**src/rtl/uart_frame_parser.sv**
```systemverilog
`default_nettype none
// ============================================================================
// Module   : uart_frame_parser
// Brief    : Pops bytes from the UART RX FIFO, hunts for SOF, then parses
//            LEN + payload + XOR checksum. It buffers the payload and releases
//            it on a valid/ready stream only after the checksum matches.
//            Bad frames are dropped and reported as one-cycle error pulses.
// Options  : define UART_FRAME_TIMEOUT_EN to enable the inter-byte timeout.
// Revision : 1.0  initial release
// ============================================================================
module uart_frame_parser #(
   parameter logic [7:0] SOF_BYTE       = 8'hA5,
   parameter int         MAX_LEN        = 16,
   parameter int         LEN_WIDTH      = 5,
   parameter int         TIMEOUT_CYCLES = 2000
) (
   input  logic        clk,
   input  logic        rst,
   input  logic [7:0]  fifo_dout_i,
   input  logic        fifo_empty_i,
   output logic        fifo_rd_en_o,
   output logic [7:0]  m_data_o,
   output logic        m_valid_o,
   output logic        m_last_o,
   input  logic        m_ready_i,
   output logic        frame_ok_o,
   output logic        err_len_o,
   output logic        err_chk_o,
   output logic        err_timeout_o,
   output logic [15:0] frame_cnt_o
);

   localparam int                   BUF_AW    = (MAX_LEN > 1) ? $clog2(MAX_LEN) : 1;
   localparam logic [7:0]           MAX_LEN_B = 8'(MAX_LEN);
   localparam logic [LEN_WIDTH-1:0] LEN_ONE   = LEN_WIDTH'(1);

   // Catch inconsistent parameter sets at elaboration time
   generate
      if (LEN_WIDTH != $clog2(MAX_LEN + 1) || TIMEOUT_CYCLES < 1 || MAX_LEN > 255) begin : g_param_check
         $error("uart_frame_parser: inconsistent LEN_WIDTH/MAX_LEN/TIMEOUT_CYCLES");
      end
   endgenerate

   typedef enum logic [2:0] {
      S_HUNT  = 3'd0,
      S_LEN   = 3'd1,
      S_PAY   = 3'd2,
      S_CHK   = 3'd3,
      S_DRAIN = 3'd4
   } state_t;

   state_t               state_q, state_d;
   logic                 rd_pend_q, rd_pend_d;
   logic [LEN_WIDTH-1:0] len_q, len_d;
   logic [LEN_WIDTH-1:0] idx_q, idx_d;
   logic [LEN_WIDTH-1:0] rd_idx_q, rd_idx_d;
   logic [7:0]           chk_q, chk_d;
   logic [7:0]           buf_q [MAX_LEN];
   logic [7:0]           buf_d [MAX_LEN];
   logic                 frame_ok_q, frame_ok_d;
   logic                 err_len_q, err_len_d;
   logic                 err_chk_q, err_chk_d;
   logic                 err_timeout_q, err_timeout_d;
   logic [15:0]          frame_cnt_q, frame_cnt_d;

   logic                 rd_en;
   logic                 timeout_hit;
   logic                 drain_last;

`ifdef UART_FRAME_TIMEOUT_EN
   localparam int             TMR_W    = $clog2(TIMEOUT_CYCLES + 1);
   localparam logic [TMR_W-1:0] TMR_LAST = TMR_W'(TIMEOUT_CYCLES - 1);
   localparam logic [TMR_W-1:0] TMR_ONE  = TMR_W'(1);

   logic [TMR_W-1:0] tmr_q, tmr_d;
   logic             timed;

   // Inter-byte timer: idles at zero outside the frame body and while a byte is in flight
   always_comb begin
      tmr_d       = tmr_q;
      timeout_hit = 1'b0;
      timed       = (state_q == S_LEN) || (state_q == S_PAY) || (state_q == S_CHK);
      if (!timed || rd_pend_q) begin
         tmr_d = '0;
      end else if (tmr_q == TMR_LAST) begin
         timeout_hit = 1'b1;
         tmr_d       = '0;
      end else begin
         tmr_d = tmr_q + TMR_ONE;
      end
   end

   // Timer register
   always_ff @(posedge clk) begin
      if (rst) begin
         tmr_q <= '0;
      end else begin
         tmr_q <= tmr_d;
      end
   end
`else
   assign timeout_hit = 1'b0;
`endif

   // Pop only while parsing; a timeout abandons the frame so it suppresses a new read
   assign rd_en      = (state_q != S_DRAIN) && !fifo_empty_i && !rd_pend_q && !timeout_hit;
   assign drain_last = (rd_idx_q == (len_q - LEN_ONE));

   // Next-state logic: one parser transition per sampled byte, plus the drain handshake
   always_comb begin
      state_d       = state_q;
      rd_pend_d     = rd_en;
      len_d         = len_q;
      idx_d         = idx_q;
      rd_idx_d      = rd_idx_q;
      chk_d         = chk_q;
      buf_d         = buf_q;
      frame_ok_d    = 1'b0;
      err_len_d     = 1'b0;
      err_chk_d     = 1'b0;
      err_timeout_d = 1'b0;
      frame_cnt_d   = frame_cnt_q;

      if (timeout_hit) begin
         err_timeout_d = 1'b1;
         state_d       = S_HUNT;
      end else begin
         case (state_q)
            S_HUNT: begin
               if (rd_pend_q && fifo_dout_i == SOF_BYTE) begin
                  state_d = S_LEN;
               end
            end
            S_LEN: begin
               if (rd_pend_q) begin
                  if (fifo_dout_i == 8'd0 || fifo_dout_i > MAX_LEN_B) begin
                     err_len_d = 1'b1;
                     state_d   = S_HUNT;
                  end else begin
                     len_d   = fifo_dout_i[LEN_WIDTH-1:0];
                     chk_d   = fifo_dout_i;
                     idx_d   = '0;
                     state_d = S_PAY;
                  end
               end
            end
            S_PAY: begin
               if (rd_pend_q) begin
                  buf_d[idx_q[BUF_AW-1:0]] = fifo_dout_i;
                  chk_d                    = chk_q ^ fifo_dout_i;
                  idx_d                    = idx_q + LEN_ONE;
                  if (idx_q == (len_q - LEN_ONE)) begin
                     state_d = S_CHK;
                  end
               end
            end
            S_CHK: begin
               if (rd_pend_q) begin
                  if (fifo_dout_i == chk_q) begin
                     frame_ok_d  = 1'b1;
                     frame_cnt_d = frame_cnt_q + 16'd1;
                     rd_idx_d    = '0;
                     state_d     = S_DRAIN;
                  end else begin
                     err_chk_d = 1'b1;
                     state_d   = S_HUNT;
                  end
               end
            end
            S_DRAIN: begin
               if (m_ready_i) begin
                  if (drain_last) begin
                     state_d = S_HUNT;
                  end else begin
                     rd_idx_d = rd_idx_q + LEN_ONE;
                  end
               end
            end
            default: begin
               state_d = S_HUNT;
            end
         endcase
      end
   end

   // State and datapath registers
   always_ff @(posedge clk) begin
      if (rst) begin
         state_q       <= S_HUNT;
         rd_pend_q     <= 1'b0;
         len_q         <= '0;
         idx_q         <= '0;
         rd_idx_q      <= '0;
         chk_q         <= '0;
         frame_ok_q    <= 1'b0;
         err_len_q     <= 1'b0;
         err_chk_q     <= 1'b0;
         err_timeout_q <= 1'b0;
         frame_cnt_q   <= '0;
         for (int i = 0; i < MAX_LEN; i++) begin
            buf_q[i] <= '0;
         end
      end else begin
         state_q       <= state_d;
         rd_pend_q     <= rd_pend_d;
         len_q         <= len_d;
         idx_q         <= idx_d;
         rd_idx_q      <= rd_idx_d;
         chk_q         <= chk_d;
         frame_ok_q    <= frame_ok_d;
         err_len_q     <= err_len_d;
         err_chk_q     <= err_chk_d;
         err_timeout_q <= err_timeout_d;
         frame_cnt_q   <= frame_cnt_d;
         buf_q         <= buf_d;
      end
   end

   // Stream outputs come straight from registers and read as zero outside DRAIN
   assign m_valid_o     = (state_q == S_DRAIN);
   assign m_data_o      = m_valid_o ? buf_q[rd_idx_q[BUF_AW-1:0]] : 8'd0;
   assign m_last_o      = m_valid_o && drain_last;
   assign fifo_rd_en_o  = rd_en;
   assign frame_ok_o    = frame_ok_q;
   assign err_len_o     = err_len_q;
   assign err_chk_o     = err_chk_q;
   assign err_timeout_o = err_timeout_q;
   assign frame_cnt_o   = frame_cnt_q;

endmodule
`default_nettype wire
```
**config.mk**
```make
export PLATFORM = sky130hd
export DESIGN_NAME = uart_frame_parser
export DESIGN_NICKNAME = d
export VERILOG_FILES = /design/src/rtl/uart_frame_parser.sv
export SDC_FILE = /design/constraint.sdc
export NUM_CORES = 1
export LEC_CHECK = 0
export ABC_CLOCK_PERIOD_IN_PS = 2500
export CORE_MARGIN = 5
export CORE_UTILIZATION = 30
export DETAILED_ROUTE_END_ITERATION = 8
export GPL_TIMING_DRIVEN = 0
export PLACE_DENSITY = 0.49
export SYNTH_ARGS = -nofsm -noshare
export SYNTH_HDL_FRONTEND = slang
export SYNTH_SLANG_ARGS = --single-unit
```
**constraint.sdc**
```tcl
create_clock -name clk -period 2.5 [get_ports clk]
set_input_delay 0.5 -clock clk [delete_from_list [all_inputs] [get_ports clk]]
set_output_delay 0.5 -clock clk [all_outputs]
set_load 0.1 [all_outputs]
```
==> results.json <==
{
  "outcome": "finished with violations",
  "violations": "negative setup slack",
  "max_stage_delay_ns": 0.51,
  "cts_tree": "yes",
  "first_global_vias": 6030,
  "worstSetupPathType": "flop to primary output",
  "first_pass_iters": 5,
  "grt_max_degree": 17,
  "most-common-layout-cells": "dfxtp_1 (166), nor2_1 (129), mux2i_1 (105)",
  "arrival_ns": 2.49,
  "power.switching_mw": 1.36,
  "startpoint": "rd_idx_q[0]$_SDFFE_PP0P_",
  "die_x_um": 175,
  "yosysTopAreaCellShare": 0.429,
  "path_delay_family": "multiplexers",
  "core_area_sq_mm": 0.0268,
  "holdBufCountCts": 0,
  "ff2ff_path_depth": 6,
  "layout_commonest_cell": "dfxtp_1",
  "power_mw": 5.69,
  "synth_flop_cell": "dfxtp_1",
  "ant_nets": 0,
  "timing.final.crit_share": 1.20,
  "maxSlewViolCount": 0,
  "p_sw_frac": 0.238,
  "place.gp.congestion": 0.793,
  "wl_per_cell_um": 18.2,
  "skew_ns": 0.0145,
  "synth_top_area_cell": "dfxtp_1",
  "die_h_um": 175,
  "clockRootBuffer": "clkbuf_16",
  "antenna_found_initial": 0,
  "ys_types": 53,
  "intPower_mw": 4.34,
  "via_count": 6109,
  "cp_slowest_cell": "mux4_2",
  "combPwrFrac": 0.033,
  "synth_area_per_cell_sq_um": 9.86,
  "endpoint": "m_data_o[1]",
  "ys_top_cells_by_area": "dfxtp_1 (43%), mux2i_1 (13%), mux4_2 (11%), nor2_1 (6.0%), nand2_1 (2.9%)",
  "area_growth_pct": 24.2,
  "synth-seq-area-share": 0.429,
  "layout_setup_ws_ns": -0.495,
  "clockBufferDepth": 2,
  "numCtsBuffers": 17,
  "seqPwrFrac": 0.487,
  "synth_edf_count": 0,
  "startpoint_type": "flop",
  "track_usage": 0.152,
  "drive_above_1_share": 0.195,
  "synth_seq_cells": 174,
  "syn_area_sq_mm": 0.00812,
  "hold_slack_ns": 0.455,
  "rsz0062_at_grt": "yes",
  "antenna_cells": 0,
  "dr.first_iter.drc_count": 522,
  "slew_headroom": 0.341,
  "leakage_nw": 4.40,
  "p_per_area_mw_per_mm2": 565,
  "fillers": 2646,
  "reg2reg_slack_ns": 0.38,
  "clk_pin_slew_ns": 0.07,
  "yosysWarnings": 0,
  "critPathRequiredTime_ns": 2.00,
  "ir_drop_v": 0.000468,
  "syn-num-nets": 843,
  "dp.cells": 1205,
  "htreeDepth": 4,
  "fin_cells": 1253,
  "dp_hpwl_um": 16400,
  "clkSinkCount": 174,
  "clk_latency_ns": 0.43,
  "period_needed_ns": 2.99,
  "clkPwrFrac": 0.480,
  "worst_pin_slew_ns": 0.986,
  "fp-row-count": 60,
  "netlist_instances": 824,
  "layout.nets": 918,
  "min_path_cells": 2,
  "hold_class": "flop to flop",
  "io_pins": 43,
  "critPathCaptureType": "primary output",
  "fp.dieArea_sq_mm": 0.0305,
  "routed_wl_um": 22800,
  "cp_cell_sequence": "buf_12, buf_6, buf_8, mux4_2, mux4_2, and2_4, buf_12",
  "crit_fanout": 6,
  "hold_viol": 0,
  "cap_violations": 0,
  "viasPerCell": 4.88,
  "finalSetupViolations": 8,
  "final_util": 0.376,
  "crit_cells": 7,
  "rr_startpoint": "state_q[1]$_SDFFE_PP0P_",
  "synthArstFlopShare": 0,
  "r2r-end": "buf_q[22]$_SDFFE_PP0P_",
  "max_freq_mhz": 334,
  "port_buffers": 40,
  "drc": 0,
  "pre_cts_slack_ns": -1.37,
  "dpl_cell_area_sq_mm": 0.00898,
  "grt_pass1_wl_um": 36200,
  "fin_area_sq_mm": 0.0101,
  "finalSetupTns_ns": -3.68,
  "crit_buf_inv": 4,
  "grt_overflow": 0,
  "initial_core_util": 0.303
}
-- registers in the layout, summed over array words and instances (netlist names) --
signal / flops
buf_q: 128
chk_q: 8
err_chk_o: 1
err_len_o: 1
frame_cnt_o: 16
frame_ok_o: 1
idx_q: 5
len_q: 5
rd_idx_q: 5
rd_pend_q: 1
state_q: 3
-- worst register-to-register path: stages (launching register included) --
cell,delay [ns]
dfxtp_2,0.43
nor2b_1,0.25
and3b_1,0.27
buf_2,0.30
nand4_2,0.40
mux2i_1,0.29
nor2_1,0.05
-- layer usage --
| metal | GRT usage | vias up | part of all wire |
|---|---|---|---|
| met2 | 0.242 | 95 | 0.46 |
| met4 | 0.0363 | 0 | 0.010 |
| li1 | - | 3029 | - |
| met5 | 0 | - | 0 |
| met3 | 0.0213 | 11 | 0.029 |
| met1 | 0.219 | 2974 | 0.50 |
-- cells in the mapped netlist, types with 8 or more instances --
master    number
xnor2_1       19
clkbuf_1      46
mux4_2        40
nand3_1       44
nand2_1       62
mux2i_1      105
nor2_1       130
and2_1        15
buf_2         19
dfxtp_1      174
a21oi_1       39
nor3_1         8
nand4_1       12
inv_1          8
xor2_1        19
nand3_2        9
-- area by class of cell --
| cell class | instances | area, sq um | area share |
|---|---|---|---|
| Multi-Input combinational cell | 573 | 4420 | 0.439 |
| Clock buffer | 19 | 443 | 0.0439 |
| Buffer | 65 | 380 | 0.0377 |
| Inverter | 8 | 30.0 | 0.00298 |
| Clock inverter | 13 | 153 | 0.0151 |
| Timing Repair Buffer | 60 | 736 | 0.0729 |
| Tap cell | 341 | 427 | 0.0423 |
| Sequential cell | 174 | 3500 | 0.347 |
-- power by group through the flow --
stage                     registers, mW  clock network [mW]  logic (mW)
after floorplan                    2.84                   0       0.104
after global placement             2.84                   0       0.189
after detailed placement           2.84                   0       0.189
after CTS                          2.77                2.78       0.192
after global routing               2.77                2.91       0.206
final                              2.77                2.73       0.191
-- worst min-delay path by stage --
stage	start	endpoint	slack, ns
after floorplan	buf_q[100]$_SDFFE_PP0P_	buf_q[100]$_SDFFE_PP0P_	0.43
after global placement	buf_q[38]$_SDFFE_PP0P_	buf_q[38]$_SDFFE_PP0P_	0.44
after detailed placement	buf_q[38]$_SDFFE_PP0P_	buf_q[38]$_SDFFE_PP0P_	0.45
after CTS	buf_q[38]$_SDFFE_PP0P_	buf_q[38]$_SDFFE_PP0P_	0.46
after global routing	buf_q[65]$_SDFFE_PP0P_	buf_q[65]$_SDFFE_PP0P_	0.48
final	buf_q[38]$_SDFFE_PP0P_	buf_q[38]$_SDFFE_PP0P_	0.46
-- logic make-up (layout without fill, tap and decap cells) --
group / Yosys count / after routing / synth area share
buffers and inverters: 77 / 165 / 0.0399
DFF: 174 / 174 / 0.429
adders and majority gates: 8 / 8 / 0.0120
and+or+nand+nor: 321 / 321 / 0.194
AOI/OAI and AO/OA: 59 / 59 / 0.0421
xor gates and xnor gates: 38 / 38 / 0.0410
muxes: 146 / 146 / 0.242
other: 1 / 1 / 0.000462
-- timing repair --
item                       4_1_cts  5_1_grt
setup buffers                    8       10
setup endpoints to repair       44       50
gates resized for setup        148       24
pin swaps                        7        8
gates cloned                     1        1
No activity file was read; power rests on OpenSTA's default activity.
